File: src/rtl/cordic_sched_pkg.sv
// rtl/cordic_sched_pkg.sv - shared types and constants for the CORDIC engine scheduler
//
// Purpose: FSM state encoding, CORDIC mode encodings and default operand
// sizes used by cordic_engine_sched and its round-robin arbiter.
// Ports: none (package).

package cordic_sched_pkg;

  localparam int DEF_DATA_WIDTH = 20;
  localparam int DEF_ITER       = 12;

  localparam logic MODE_VEC = 1'b0;
  localparam logic MODE_ROT = 1'b1;

  typedef enum logic [1:0] {
    ST_IDLE  = 2'd0,
    ST_ISSUE = 2'd1,
    ST_WAIT  = 2'd2,
    ST_RESP  = 2'd3
  } sched_state_e;

endpackage

File: src/rtl/rr_arbiter.sv
// rtl/rr_arbiter.sv - round-robin one-hot grant selection
//
// Purpose: picks the first set request at or above the priority pointer,
// wrapping around to the lowest set request below it.
// Ports:
//   req_i   [N-1:0]  request vector
//   ptr_i   [PW-1:0] index of the highest-priority requester
//   grant_o [N-1:0]  one-hot grant, zero when no request is set

module rr_arbiter #(
  parameter int N  = 4,
  parameter int PW = 2
) (
  input  logic [N-1:0]  req_i,
  input  logic [PW-1:0] ptr_i,
  output logic [N-1:0]  grant_o
);

  logic [N-1:0] req_hi;
  logic         found_hi;
  logic         found_lo;

  // Two-pass priority search: first among requesters at/above the pointer,
  // then fall back to the whole vector (which covers the wrapped part).
  always_comb begin
    req_hi   = '0;
    grant_o  = '0;
    found_hi = 1'b0;
    found_lo = 1'b0;
    for (int k = 0; k < N; k++) begin
      req_hi[k] = req_i[k] && (k >= int'(ptr_i));
    end
    for (int k = 0; k < N; k++) begin
      if (!found_hi && req_hi[k]) begin
        grant_o[k] = 1'b1;
        found_hi   = 1'b1;
      end
    end
    if (!found_hi) begin
      for (int k = 0; k < N; k++) begin
        if (!found_lo && req_i[k]) begin
          grant_o[k] = 1'b1;
          found_lo   = 1'b1;
        end
      end
    end
  end

endmodule

File: src/rtl/cordic_engine_sched.sv
// rtl/cordic_engine_sched.sv - shares one CORDIC engine among NUM_REQ requesters
//
// Purpose: round-robin job scheduler in front of a single CORDIC engine.
// Vectoring jobs store their direction word per requester; rotation jobs
// reuse it and are only eligible once a valid word is stored. One job is
// in flight at a time (IDLE -> ISSUE -> WAIT -> RESP).
// Optional build macro CORDIC_SCHED_TIMEOUT_EN adds a WAIT watchdog that
// aborts the job after TIMEOUT cycles with rsp_err=1 and zero results.
// Ports:
//   clk, rst_n                      clock, asynchronous active-low reset
//   req_valid/req_ready/req_mode    per-requester handshake and mode
//   req_x, req_y                    packed operands, slice i = requester i
//   dir_clr                         per-requester direction word invalidate
//   eng_start/eng_mode/eng_x/eng_y/eng_dir   job issue to the engine
//   eng_done/eng_x_o/eng_y_o/eng_dir_o       engine results
//   rsp_valid/rsp_ready/rsp_id/rsp_x/rsp_y/rsp_err   response stream

module cordic_engine_sched
  import cordic_sched_pkg::*;
#(
  parameter int  NUM_REQ    = 4,
  parameter int  DATA_WIDTH = DEF_DATA_WIDTH,
  parameter int  ITER       = DEF_ITER,
  parameter int  TIMEOUT    = 64,
  localparam int IDW        = (NUM_REQ > 1) ? $clog2(NUM_REQ) : 1
) (
  input  logic                          clk,
  input  logic                          rst_n,
  input  logic [NUM_REQ-1:0]            req_valid,
  output logic [NUM_REQ-1:0]            req_ready,
  input  logic [NUM_REQ-1:0]            req_mode,
  input  logic [NUM_REQ*DATA_WIDTH-1:0] req_x,
  input  logic [NUM_REQ*DATA_WIDTH-1:0] req_y,
  input  logic [NUM_REQ-1:0]            dir_clr,
  output logic                          eng_start,
  output logic                          eng_mode,
  output logic [DATA_WIDTH-1:0]         eng_x,
  output logic [DATA_WIDTH-1:0]         eng_y,
  output logic [ITER-1:0]               eng_dir,
  input  logic                          eng_done,
  input  logic [DATA_WIDTH-1:0]         eng_x_o,
  input  logic [DATA_WIDTH-1:0]         eng_y_o,
  input  logic [ITER-1:0]               eng_dir_o,
  output logic                          rsp_valid,
  input  logic                          rsp_ready,
  output logic [IDW-1:0]                rsp_id,
  output logic [DATA_WIDTH-1:0]         rsp_x,
  output logic [DATA_WIDTH-1:0]         rsp_y,
  output logic                          rsp_err
);

  sched_state_e state_q, state_d;
  logic [IDW-1:0] ptr_q, ptr_d;

  logic [NUM_REQ-1:0] dir_vld_q;
  logic [ITER-1:0]    dir_reg_q [NUM_REQ];

  logic [IDW-1:0]        job_id_q;
  logic                  eng_mode_q;
  logic [DATA_WIDTH-1:0] eng_x_q, eng_y_q;
  logic [ITER-1:0]       eng_dir_q;

  logic [IDW-1:0]        rsp_id_q;
  logic [DATA_WIDTH-1:0] rsp_x_q, rsp_y_q;

  logic [NUM_REQ-1:0]    eligible;
  logic [NUM_REQ-1:0]    grant;
  logic [IDW-1:0]        grant_idx;
  logic                  grant_mode;
  logic [DATA_WIDTH-1:0] grant_x, grant_y;
  logic [ITER-1:0]       grant_dir;

  logic grant_fire;
  logic done_fire;
  logic timeout_fire;

  // Rotation without a stored direction word is simply not a candidate,
  // so it can never hold up the other requesters.
  always_comb begin
    eligible = '0;
    for (int k = 0; k < NUM_REQ; k++) begin
      eligible[k] = req_valid[k] && ((req_mode[k] == MODE_VEC) || dir_vld_q[k]);
    end
  end

  rr_arbiter #(
    .N  (NUM_REQ),
    .PW (IDW)
  ) u_rr_arbiter (
    .req_i   (eligible),
    .ptr_i   (ptr_q),
    .grant_o (grant)
  );

  // One-hot grant to index and operand mux; vectoring jobs issue a zero word.
  always_comb begin
    grant_idx  = '0;
    grant_mode = MODE_VEC;
    grant_x    = '0;
    grant_y    = '0;
    grant_dir  = '0;
    for (int k = 0; k < NUM_REQ; k++) begin
      if (grant[k]) begin
        grant_idx  = IDW'(k);
        grant_mode = req_mode[k];
        grant_x    = req_x[k*DATA_WIDTH +: DATA_WIDTH];
        grant_y    = req_y[k*DATA_WIDTH +: DATA_WIDTH];
        grant_dir  = (req_mode[k] == MODE_ROT) ? dir_reg_q[k] : '0;
      end
    end
  end

`ifdef CORDIC_SCHED_TIMEOUT_EN
  localparam int WDW = $clog2(TIMEOUT + 1);

  logic [WDW-1:0] wd_q;
  logic           rsp_err_q;

  assign timeout_fire = (state_q == ST_WAIT) && !eng_done && (wd_q == WDW'(TIMEOUT - 1));

  always_ff @(posedge clk or negedge rst_n) begin
    if (!rst_n) begin
      wd_q      <= '0;
      rsp_err_q <= 1'b0;
    end else begin
      wd_q <= (state_q == ST_WAIT) ? wd_q + WDW'(1) : '0;
      if (done_fire) begin
        rsp_err_q <= 1'b0;
      end else if (timeout_fire) begin
        rsp_err_q <= 1'b1;
      end
    end
  end

  assign rsp_err = rsp_err_q;
`else
  assign timeout_fire = 1'b0;
  assign rsp_err      = 1'b0;
`endif

  always_comb begin
    state_d    = state_q;
    ptr_d      = ptr_q;
    grant_fire = 1'b0;
    done_fire  = 1'b0;
    case (state_q)
      ST_IDLE: begin
        if (|eligible) begin
          grant_fire = 1'b1;
          state_d    = ST_ISSUE;
          ptr_d      = (grant_idx == IDW'(NUM_REQ - 1)) ? '0 : grant_idx + IDW'(1);
        end
      end
      ST_ISSUE: state_d = ST_WAIT;
      ST_WAIT: begin
        if (eng_done) begin
          done_fire = 1'b1;
          state_d   = ST_RESP;
        end else if (timeout_fire) begin
          state_d = ST_RESP;
        end
      end
      ST_RESP: begin
        if (rsp_ready) begin
          state_d = ST_IDLE;
        end
      end
      default: state_d = ST_IDLE;
    endcase
  end

  always_ff @(posedge clk or negedge rst_n) begin
    if (!rst_n) begin
      state_q <= ST_IDLE;
      ptr_q   <= '0;
    end else begin
      state_q <= state_d;
      ptr_q   <= ptr_d;
    end
  end

  always_ff @(posedge clk or negedge rst_n) begin
    if (!rst_n) begin
      job_id_q   <= '0;
      eng_mode_q <= MODE_VEC;
      eng_x_q    <= '0;
      eng_y_q    <= '0;
      eng_dir_q  <= '0;
      rsp_id_q   <= '0;
      rsp_x_q    <= '0;
      rsp_y_q    <= '0;
      dir_vld_q  <= '0;
      for (int k = 0; k < NUM_REQ; k++) begin
        dir_reg_q[k] <= '0;
      end
    end else begin
      if (grant_fire) begin
        job_id_q   <= grant_idx;
        eng_mode_q <= grant_mode;
        eng_x_q    <= grant_x;
        eng_y_q    <= grant_y;
        eng_dir_q  <= grant_dir;
      end
      // A watchdog abort reports zero results for the same requester.
      if (done_fire || timeout_fire) begin
        rsp_id_q <= job_id_q;
        rsp_x_q  <= done_fire ? eng_x_o : '0;
        rsp_y_q  <= done_fire ? eng_y_o : '0;
      end
      // The clear is written last so it overrides a same-cycle store.
      for (int k = 0; k < NUM_REQ; k++) begin
        if (done_fire && (eng_mode_q == MODE_VEC) && (job_id_q == IDW'(k))) begin
          dir_reg_q[k] <= eng_dir_o;
          dir_vld_q[k] <= 1'b1;
        end
        if (dir_clr[k]) begin
          dir_vld_q[k] <= 1'b0;
        end
      end
    end
  end

  // Gated by rst_n so the accept stays low while reset is held.
  assign req_ready = (grant_fire && rst_n) ? grant : '0;
  assign eng_start = (state_q == ST_ISSUE);
  assign eng_mode  = eng_mode_q;
  assign eng_x     = eng_x_q;
  assign eng_y     = eng_y_q;
  assign eng_dir   = eng_dir_q;
  assign rsp_valid = (state_q == ST_RESP);
  assign rsp_id    = rsp_id_q;
  assign rsp_x     = rsp_x_q;
  assign rsp_y     = rsp_y_q;

endmodule

File: config.mk
export PLATFORM = sky130hd
export DESIGN_NAME = cordic_engine_sched
export DESIGN_NICKNAME = d
export VERILOG_FILES = /design/src/rtl/cordic_sched_pkg.sv /design/src/rtl/rr_arbiter.sv /design/src/rtl/cordic_engine_sched.sv
export SDC_FILE = /design/constraint.sdc
export NUM_CORES = 1
export LEC_CHECK = 0
export ABC_AREA = 1
export CAP_MARGIN = 20
export CELL_PAD_IN_SITES_DETAIL_PLACEMENT = 1
export CELL_PAD_IN_SITES_GLOBAL_PLACEMENT = 2
export CORE_MARGIN = 1.5
export CORE_UTILIZATION = 21
export DETAILED_ROUTE_END_ITERATION = 12
export GPL_TIMING_DRIVEN = 1
export HOLD_SLACK_MARGIN = 0.05
export PLACE_DENSITY_LB_ADDON = 0.1
export SETUP_SLACK_MARGIN = 0.1
export SLEW_MARGIN = 20
export SYNTH_ARGS = -nofsm -noshare
export SYNTH_HDL_FRONTEND = slang
export SYNTH_SLANG_ARGS = --single-unit
File: constraint.sdc
create_clock -name clk -period 1.51 [get_ports clk]
set_input_delay 0.151 -clock clk [delete_from_list [all_inputs] [get_ports clk]]
set_output_delay 0.151 -clock clk [all_outputs]
set_load 0.02 [all_outputs]
# Word level (Yosys, flattened, before mapping)
# Index checks and enable logic that the tools add are counted.
# word_totals
output_inout_bits	102
regBits	153
word_cells	134
inputBits	228
# op_classes
n_reduce_logical	38
eq_ne	10
add_sub_neg	1
muxes	59
bitwise_logic	5
magnitude_cmp	3
# op_table
cell	count
$mux W20	8
$mux W12	8
$mux W1	34
$logic_and A1 B1 Y1	19
$mux W2	6
$eq A2 B2 Y1 const B	5
$mux W4	2
$pmux W2 S4	1
$reduce_bool A2 Y1	4
$logic_not A1 Y1	6
$not A1 Y1	5
$eq A2 B1 Y1 const B	2
$ge A1 B2 Y1 const A	2
$logic_not A2 Y1	2
$logic_or A1 B1 Y1	4
$ne A2 B2 Y1 const B	2
$reduce_or A4 Y1	1
$reduce_and A3 Y1	1
$add A2 B1 Y2 const B	1
$ge A2 B2 Y1 const A	1
$ne A2 B1 Y1 const B	1
$reduce_and A2 Y1	1

# Logic depth before layout (Yosys ltp)
# Gate-level depths: netlist (run 1).
# logic_depth
depth_word	32
depth_mapped	13
mapped_depth_nobuf	11

# Hierarchy
# A second synthesis (run 1) with hierarchy kept.
# hier_totals
hier_cells	991
hier_area_um2	7683.6
# modules_own_cells
module	seq_area_each_um2	area_per_inst_um2	cells_per_inst	instances
cordic_engine_sched	3828.7	7577.3	972	1
rr_arbiter	0.0	106.4	19	1

# Least setup slack after synthesis (run 1)
# No wires, ideal clock.
# synth_path
path_kind	register to register
startpoint	reg state_q[0]
endpoint	reg dir_reg_q[12] (netlist bit)
t_arrival_ps	1537
setup_ps	133
synth_period_minus_slack_ps	1669
stages_incl_launch_ff	9
t_required_ps	1377
setup_slack_ps	-159
n_path_buf	2
path_cell_list	dfrtp_1 > inv_1 > ha_1 > nand2_1 > clkbuf_1 > nor2_1 > nand2_1 > clkbuf_1 > o21ai_0
# synth_between
elab_chain_cells	4
# synth_rtl
element	line_no	text
start: declaration	cordic_engine_sched.sv:52	sched_state_e state_q, state_d;
start signal: assignment	cordic_engine_sched.sv:177	state_q <= state_d;
$eq A2 B2 Y1	cordic_engine_sched.sv:146	case (state_q)
$mux W1	cordic_engine_sched.sv:146	
$logic_and A1 B1 Y1 (2 in series)	cordic_engine_sched.sv:212	if (done_fire && (eng_mode_q == MODE_VEC) && (job_id_q == IDW'(k))) begin
end signal: indexed assignment	cordic_engine_sched.sv:213	dir_reg_q[k] <= eng_dir_o;
end: declaration	cordic_engine_sched.sv:56	logic [ITER-1:0] dir_reg_q [NUM_REQ];
# Every way passes these cells.
# A chain may end at the register's enable or synchronous reset.

# Worst setup path after layout (run 1)
# layout_path
startpoint	reg ptr_q[1]
endpoint	out req_ready[0]
# layout_between
elab_chain_cells	14
word_cells_on_any_way	19
cone_classes	order compare: 3; mux: 7; reduce/logical: 9
# layout_rtl
element	line_no	text
start: declaration	cordic_engine_sched.sv:53	logic [IDW-1:0] ptr_q, ptr_d;
start signal: assignment	cordic_engine_sched.sv:178	ptr_q <= ptr_d;
$ge A1 B2 Y1	rr_arbiter.sv:31	req_hi[k] = req_i[k] && (k >= int'(ptr_i));
$logic_and A1 B1 Y1	rr_arbiter.sv:31	
$mux W1	rr_arbiter.sv:34	if (!found_hi && req_hi[k]) begin
$logic_not A1 Y1	rr_arbiter.sv:34	
$logic_and A1 B1 Y1	rr_arbiter.sv:34	
$mux W1	rr_arbiter.sv:34	
$logic_not A1 Y1	rr_arbiter.sv:34	
$logic_and A1 B1 Y1	rr_arbiter.sv:34	
$mux W1	rr_arbiter.sv:34	
$logic_not A1 Y1	rr_arbiter.sv:34	
$logic_and A1 B1 Y1	rr_arbiter.sv:34	
$mux W1	rr_arbiter.sv:34	
$mux W4 *	rr_arbiter.sv:39	if (!found_hi) begin
$mux W4 *	cordic_engine_sched.sv:224	assign req_ready = (grant_fire && rst_n) ? grant : '0;
end: declaration	cordic_engine_sched.sv:30	output logic [NUM_REQ-1:0] req_ready,
# Every way passes the cells marked *; elsewhere a longest branch is shown, timed or not.

==> results.md, run 1 <==
* Global-route wire length before repair at 56.7 mm
* Synth top area share at 0.473
* Post-synth net total at 1368
* Beginning of the worst hold path: dir_clr[1]
* Max-cap violations at 0
* Register area share after synthesis at 0.473
* Setup ws final at -459 ps
* Gr usage total at 0.192
* Drt total wl at 39.5 mm
* Fillcell total at 4393
* RSZ-0062 raised after global routing: yes
* Worst hold path cell count at 2
* Reg-to-reg endpoint: eng_dir[9]$_DFFE_PN0N_
* Slew Limit Fails at 0
* Synth top cells by count: nand2_1 (477), dfrtp_1 (153), nand3_1 (149)
* 1st-iter DRT viols at 278
* Synthesis Warnings at 0
* Leakage at 0.00770 uW
* WL/cell at 19.0 um
* Power density cells at 1650 nW/um^2
* CTS tree: built
* Hold Vio Cnt, Final at 0
* # rows at 71
* Clock Sinks at 153
* Layout cells sized above 1 at 0.308
* TritonCTS Buffers at 17
* Mapped Area at 8090 sq um
* Synthesis-stage register bit count at 153
* Slowest cell on the critical path: dfrtp_1
* Pin count of the biggest net entering global routing at 154
* Crit-path max cell delay at 420 ps
* Post-synth EDFFs at 0
* GPL Wtd Cong at 0.739
* Starting Density at 0.214
* Antenna violation net count after detailed routing at 0
* DR DRC count at 0
* Die ar. at 39700 sq um
* Clock skew at 12.8 ps
* CP required at 1360 ps
* Max transition margin at 0.370
* Die W at 199 um
* Worst reg2reg path startpoint: ptr_q[1]$_DFFE_PN0N_
* Worst Tran Pin Value at 946 ps
* Final Instance Area at 15400 sq um
* Crit path cell chain: nor2_2 -> nand3_4 -> buf_6 -> nand4_1 -> nand2_2 -> buf_12 -> nand2_4 -> nor2_4 -> buf_6
* Initial antenna violation count at 4
* Port bufs at 328
* Area growth syn-to-layout at 90.9%
* Final Setup Violations at 151
* Flop2flop setup slack at -430 ps
* Overflow after GRT at 0
* Share of flip-flops with an asynchronous set or reset at 1.00
* Top FF cell, synth: dfrtp_1
* Fmax at 508 MHz
* Mapped Cells at 1135
* Vias per cell at 4.35
* Vias in the first global route at 9236
* CP Launch Type: flip-flop
* Netlist cell types at 26
* Die Y at 199 um
* CP dominant cell by count: buf_6
* DR vias at 9029
* Clock transition at the registers of the reported paths at 80 ps
* Hold Crit Endpoint: dir_vld_q[1]$_DFFE_PN0P_
* Hold WC Path Type: in2reg
* Fin crit period at 1970 ps
* NumNets Final at 1785
* Final period utilization at 1.30
* Ports at 330
* DR pass1 iterations at 4
* Failing checks: negative setup slack
* Status: complete, but fails checks
* CP endpoint kind: output pin
* CP Class: reg2out
* CTS H-tree lvls at 4
* Detailed placement HPWL at 24.1 mm
* VDD IR-drop max at 0.862 mV
* Cell with the most instances after synthesis: nand2_1
* Max Fanout on Critical Path at 3
* Area of placed instances at 12400 sq um
* Post-Route Utilization at 0.409
* Ranking of synthesized cells by area: dfrtp_1 (47%), nand2_1 (22%), nand3_1 (9.2%)
* Dominant cell type by area after synthesis: dfrtp_1
* Worst Path Arrival at 1820 ps
* Core area at 37800 sq um
* Average cell area after synthesis at 7.12 sq um
* Clk buf depth at 2
* Clock network latency to the later pin of the worst-skew pair at 450 ps
* Root Buffer: clkbuf_16
* Cells on worst reg2reg path at 13
worst max-delay path: cells and delay by family (launching register included):
| family | cells | cell delay (ps) |
|---|---|---|
| flops | 1 | 420 |
| simple gates | 6 | 540 |
| buf+inv | 3 | 400 |
sequential cells by signal, summed over array words and instances (netlist names):
| register | count |
|---|---|
| rsp_x | 20 |
| eng_mode | 1 |
| eng_x | 20 |
| dir_vld_q | 4 |
| ptr_q | 2 |
| dir_reg_q | 48 |
| eng_y | 20 |
| eng_dir | 12 |
| rsp_id | 2 |
| state_q | 2 |
| rsp_y | 20 |
| job_id_q | 2 |
cell families after synthesis:
group,after synthesis,synth area share
buffers and inverters,163,0.0913
AO/OA/AOI/OAI,79,0.0552
other,1,0.000464
AND/OR/NAND/NOR,734,0.372
adder cells (fa/ha/maj),5,0.00774
flip-flops,153,0.473
final cells by class:
cell class / instances / area (sq um) / share of cell area
sequential: 153 / 3830 / 0.248
tap: 511 / 639 / 0.0414
inverter: 97 / 373 / 0.0242
clock inverter: 13 / 138 / 0.00892
timing repair buffer: 458 / 5110 / 0.331
multi-input combinational: 825 / 4890 / 0.317
antenna: 2 / 5.00 / 0.000324
clock buffer: 19 / 453 / 0.0293
cell usage in the layout, fill, tap and decap left out, types with 3 or more instances in the layout:
cell and instances:
clkinv_4 4, a21boi_2 10, clkbuf_16 22, nand3_2 34
nand3_4 4, buf_16 17, nand2_1 334, nor2_2 16
nor2_4 22, dlygate4sd2_1 93, ha_4 3, buf_4 42
inv_1 64, o21ai_1 30, o21ai_0 3, buf_6 36
nand2_4 51, dfrtp_1 152, inv_2 31, clkdlybuf4s50_1 226
clkinvlp_4 4, nand3_1 114, o21ai_2 23, nand2_2 96
nor2_1 57, nand2_8 9, buf_8 7, buf_12 28
inv_8 4, a21oi_2 7
power breakdown:
part	internal [uW]	total (uW)	switching (uW)	leakage, uW
Sequential	5940	7150	1210	0.00195
Combinational	6120	13800	7680	0.00547
Clock	2410	4470	2060	0.000283
Total	14500	25400	11000	0.00770
worst max-delay path by stage:
stage / from / endpoint / cells after the start
after floorplan: ptr_q[1]$_DFFE_PN0N_ / eng_mode$_DFFE_PN0N_ / 12
after global placement: req_mode[1] / req_ready[2] / 8
after detailed placement: req_mode[1] / req_ready[2] / 8
after CTS: dir_vld_q[0]$_DFFE_PN0P_ / req_ready[0] / 11
after global routing: ptr_q[1]$_DFFE_PN0N_ / req_ready[1] / 8
final: ptr_q[1]$_DFFE_PN0N_ / req_ready[0] / 9
through the flow:
stage | hold slack, ps | TNS, ps | instances | total power (uW) | setup slack [ps]
floorplan | -145 | 0 | 1135 | 12900 | 34.5
global placement | 461 | -32490 | 1970 | 18200 | -661
detailed placement | 444 | -32240 | 1970 | 18400 | -650
CTS | 207 | -27870 | 2055 | 24300 | -518
global route | 231 | -45870 | 2076 | 27300 | -572
finish | 243 | -31590 | 2078 | 25400 | -459
timing repair:
action / 4_1_cts / 5_1_grt
hold buffers: 1 / 0
hold endpoints to repair: 153 / 0
resized for setup: 306 / 276
pin swaps: 49 / 70
setup buffers: 31 / 18
cloned: 22 / 11
endpoints found under the setup margin: 252 / 158
metal layers:
| layer | GRT usage | vias to the layer above | share of wire | routed length [um] |
|---|---|---|---|---|
| met5 | 0 | - | 0.0011 | 44 |
| met2 | 0.327 | 209 | 0.50 | 19600 |
| met1 | 0.240 | 4391 | 0.43 | 16900 |
| li1 | - | 4385 | - | - |
| met4 | 0.0550 | 6 | 0.017 | 678 |
| met3 | 0.0462 | 38 | 0.058 | 2280 |
Power figures use the tool's default switching activity.
==> run 2, diff against run 1 <==
--- a/config.mk
+++ b/config.mk
@@ -16,6 +16,7 @@
 export HOLD_SLACK_MARGIN = 0.05
 export PLACE_DENSITY_LB_ADDON = 0.1
 export SETUP_SLACK_MARGIN = 0.1
+export SKIP_LAST_GASP = 1
 export SLEW_MARGIN = 20
 export SYNTH_ARGS = -nofsm -noshare
 export SYNTH_HDL_FRONTEND = slang
==> results.md, run 2 (synthesis results as in run 1) <==
* Status: complete, but fails checks
* Failing checks: negative setup slack
* CTS H-tree lvls at 4 (unchanged)
* Largest Register: dir_reg_q
* Leakage at 0.00775 uW (+0.59%)
* GPL Wtd Cong at 0.739 (unchanged)
* Commonest non-fill, non-tap cells in the layout: nand2_1 (351), clkdlybuf4s50_1 (226), dfrtp_1 (152)
* Max-cap violations at 0 (unchanged)
* Worst Path Arrival at 1840 ps (+20 ps)
* Hold_ws at 240 ps (-2.88 ps)
* Area growth syn-to-layout at 91.3%
* Ports at 330 (unchanged)
* WL/cell at 19.1 um (+0.46%)
* CP Launch Type: flip-flop
* Commonest non-fill, non-tap cell in the layout: nand2_1
* Fmax at 503 MHz (-1.1%)
* Initial antenna violation count at 4 (unchanged)
* Starting Density at 0.214 (unchanged)
* Clock Sinks at 153 (unchanged)
* NumNets Final at 1789 (+0.22%)
* Clk pwr share at 0.175 (about the same)
* Largest register FFs at 48 (unchanged)
* RSZ-0062 raised after global routing: yes
* Final Setup Violations at 150 (-0.66%)
* Final period utilization at 1.32 (+0.0140)
* Gr usage total at 0.191 (-0.000800)
* Logic pwr share at 0.547 (+0.004)
* Power density cells at 1650 nW/um^2 (+0.30%)
* Fin crit period at 1990 ps (+21.1 ps)
* Hold WC Path Type: in2reg
* CP endpoint kind: output pin
* DR DRC count at 0 (unchanged)
* NetSw at 11000 uW (+0.17%)
* Clock network latency to the later pin of the worst-skew pair at 450 ps (about the same)
* CP required at 1360 ps (about the same)
* Pint at 14600 uW (+0.74%)
* TritonCTS Buffers at 17 (unchanged)
* Die W at 199 um (unchanged)
* Flop2flop setup slack at -430 ps (about the same)
* # rows at 71 (unchanged)
* Die ar. at 39700 sq um (unchanged)
* Max transition margin at 0.374 (+0.00464)
* 1st-iter DRT viols at 279 (+0.36%)
* Pin count of the biggest net entering global routing at 154 (unchanged)
* CTS tree: built
* Detailed placement HPWL at 24.1 mm (unchanged)
* Vias in the first global route at 9205 (-0.34%)
* Setup ws final at -480 ps (-21.1 ps)
* Max Fanout on Critical Path at 3 (unchanged)
* Clock skew at 13.5 ps (+0.680 ps)
* Drt total wl at 39.7 mm (+0.65%)
* DR pass1 iterations at 6 (+2)
* Port bufs at 328 (unchanged)
* Clk buf depth at 2 (unchanged)
* Core area at 37800 sq um (unchanged)
* Slew Limit Fails at 0 (unchanged)
* Worst Tran Pin Value at 939 ps (-6.96 ps)
* Clock transition at the registers of the reported paths at 70 ps (about the same)
* Total Power at 25600 uW (+0.49%)
* Die Y at 199 um (unchanged)
* Vias per cell at 4.34 (about the same)
* Switching Share at 0.429 (-0.00139)
* Hold Vio Cnt, Final at 0 (unchanged)
* Sequential share of power at 0.278 (-0.003)
* Root Buffer: clkbuf_16
* CP Class: reg2out
* Antenna violation net count after detailed routing at 0 (unchanged)
* DR vias at 9041 (+0.13%)
* VDD IR-drop max at 0.862 mV (about the same)
* Overflow after GRT at 0 (unchanged)
* Global-route wire length before repair at 56.4 mm (-0.51%)
* Layout cells sized above 1 at 0.289 (-0.0186)
## run 2: final timing paths
kind / start / endpoint / depth (start not counted)
max: dir_vld_q[0]$_DFFE_PN0P_ / req_ready[1] / 8
min: eng_x_o[5] / rsp_x[5]$_DFFE_PN0P_ / 3
max reg2reg: dir_vld_q[2]$_DFFE_PN0P_ / eng_x[8]$_DFFE_PN0N_ / 15
min reg2reg: eng_x[0]$_DFFE_PN0N_ / eng_x[0]$_DFFE_PN0N_ / 2
max in group asynchronous: rst_n / eng_mode$_DFFE_PN0N_ / 3
min in group asynchronous: rst_n / ptr_q[1]$_DFFE_PN0N_ / 3
## run 2: through the flow
step           instances  instance area [sq um]  setup TNS [ps]  worst slack [ps]   util
2_1_floorplan       1135                   8250               0              34.5      -
3_3_place_gp        1970                  12400          -32490              -661  0.329
3_5_place_dp        1970                  12400          -32240              -650  0.329
4_1_cts             2055                  14300          -29780              -518  0.379
5_1_grt             2080                  15500          -46240              -589  0.410
6_report            2082                  15500          -32340              -480  0.410
## run 2: repair_timing
item	in CTS	in global routing
endpoints found under the setup margin	252	158
setup buffers	31	20
gates cloned	22	12
pin swaps	45	63
hold buffers	1	0
gates resized for setup	257	288
endpoints found under the hold margin	153	0
## run 2: metal layers
metal,up-vias,GRT usage,wire length [um]
li1,4399,-,-
met1,4371,0.241,17200
met2,225,0.326,19600
met3,40,0.0435,2250
met4,6,0.0550,652
met5,-,0,44
## run 2: cell type report
type                            instances  area, sq um
Clock buffer                           19          453
Multi-Input combinational cell        825         4790
Fill cell                            4391        22300
Timing Repair Buffer                  462         5240
Clock inverter                         13          138
Tap cell                              511          639
Sequential cell                       153         3830
Inverter                               97          375
Antenna cell                            2         5.00
## run 2: worst max-delay path: stages (launching register included)
cell and delay [ps]:
dfrtp_1 370, inv_2 70, nand2_4 60, buf_4 130, a21oi_1 210, nand3_2 140, buf_6 130, a21oi_2 140
buf_6 140
## run 2: power groups by stage
stage / Combinational [uW] / Clock, uW / Sequential [uW]
final: 14000 / 4480 / 7100
after global routing: 15300 / 4760 / 7350
after CTS: 12600 / 4630 / 6950
after detailed placement: 11400 / 0 / 7010
after global placement: 11300 / 0 / 6980
after floorplan: 4640 / 0 / 8300
==> run 3, diff against run 2 <==
--- a/config.mk
+++ b/config.mk
@@ -6,7 +6,6 @@
 export NUM_CORES = 1
 export LEC_CHECK = 0
 export ABC_AREA = 1
-export CAP_MARGIN = 20
 export CELL_PAD_IN_SITES_DETAIL_PLACEMENT = 1
 export CELL_PAD_IN_SITES_GLOBAL_PLACEMENT = 2
 export CORE_MARGIN = 1.5
@@ -17,7 +16,7 @@
 export PLACE_DENSITY_LB_ADDON = 0.1
 export SETUP_SLACK_MARGIN = 0.1
 export SKIP_LAST_GASP = 1
-export SLEW_MARGIN = 20
+export SLEW_MARGIN = 10
 export SYNTH_ARGS = -nofsm -noshare
 export SYNTH_HDL_FRONTEND = slang
 export SYNTH_SLANG_ARGS = --single-unit
==> results of run 3 <==
Same layout as run 2: the final DEF is identical, and so are final timing and power.
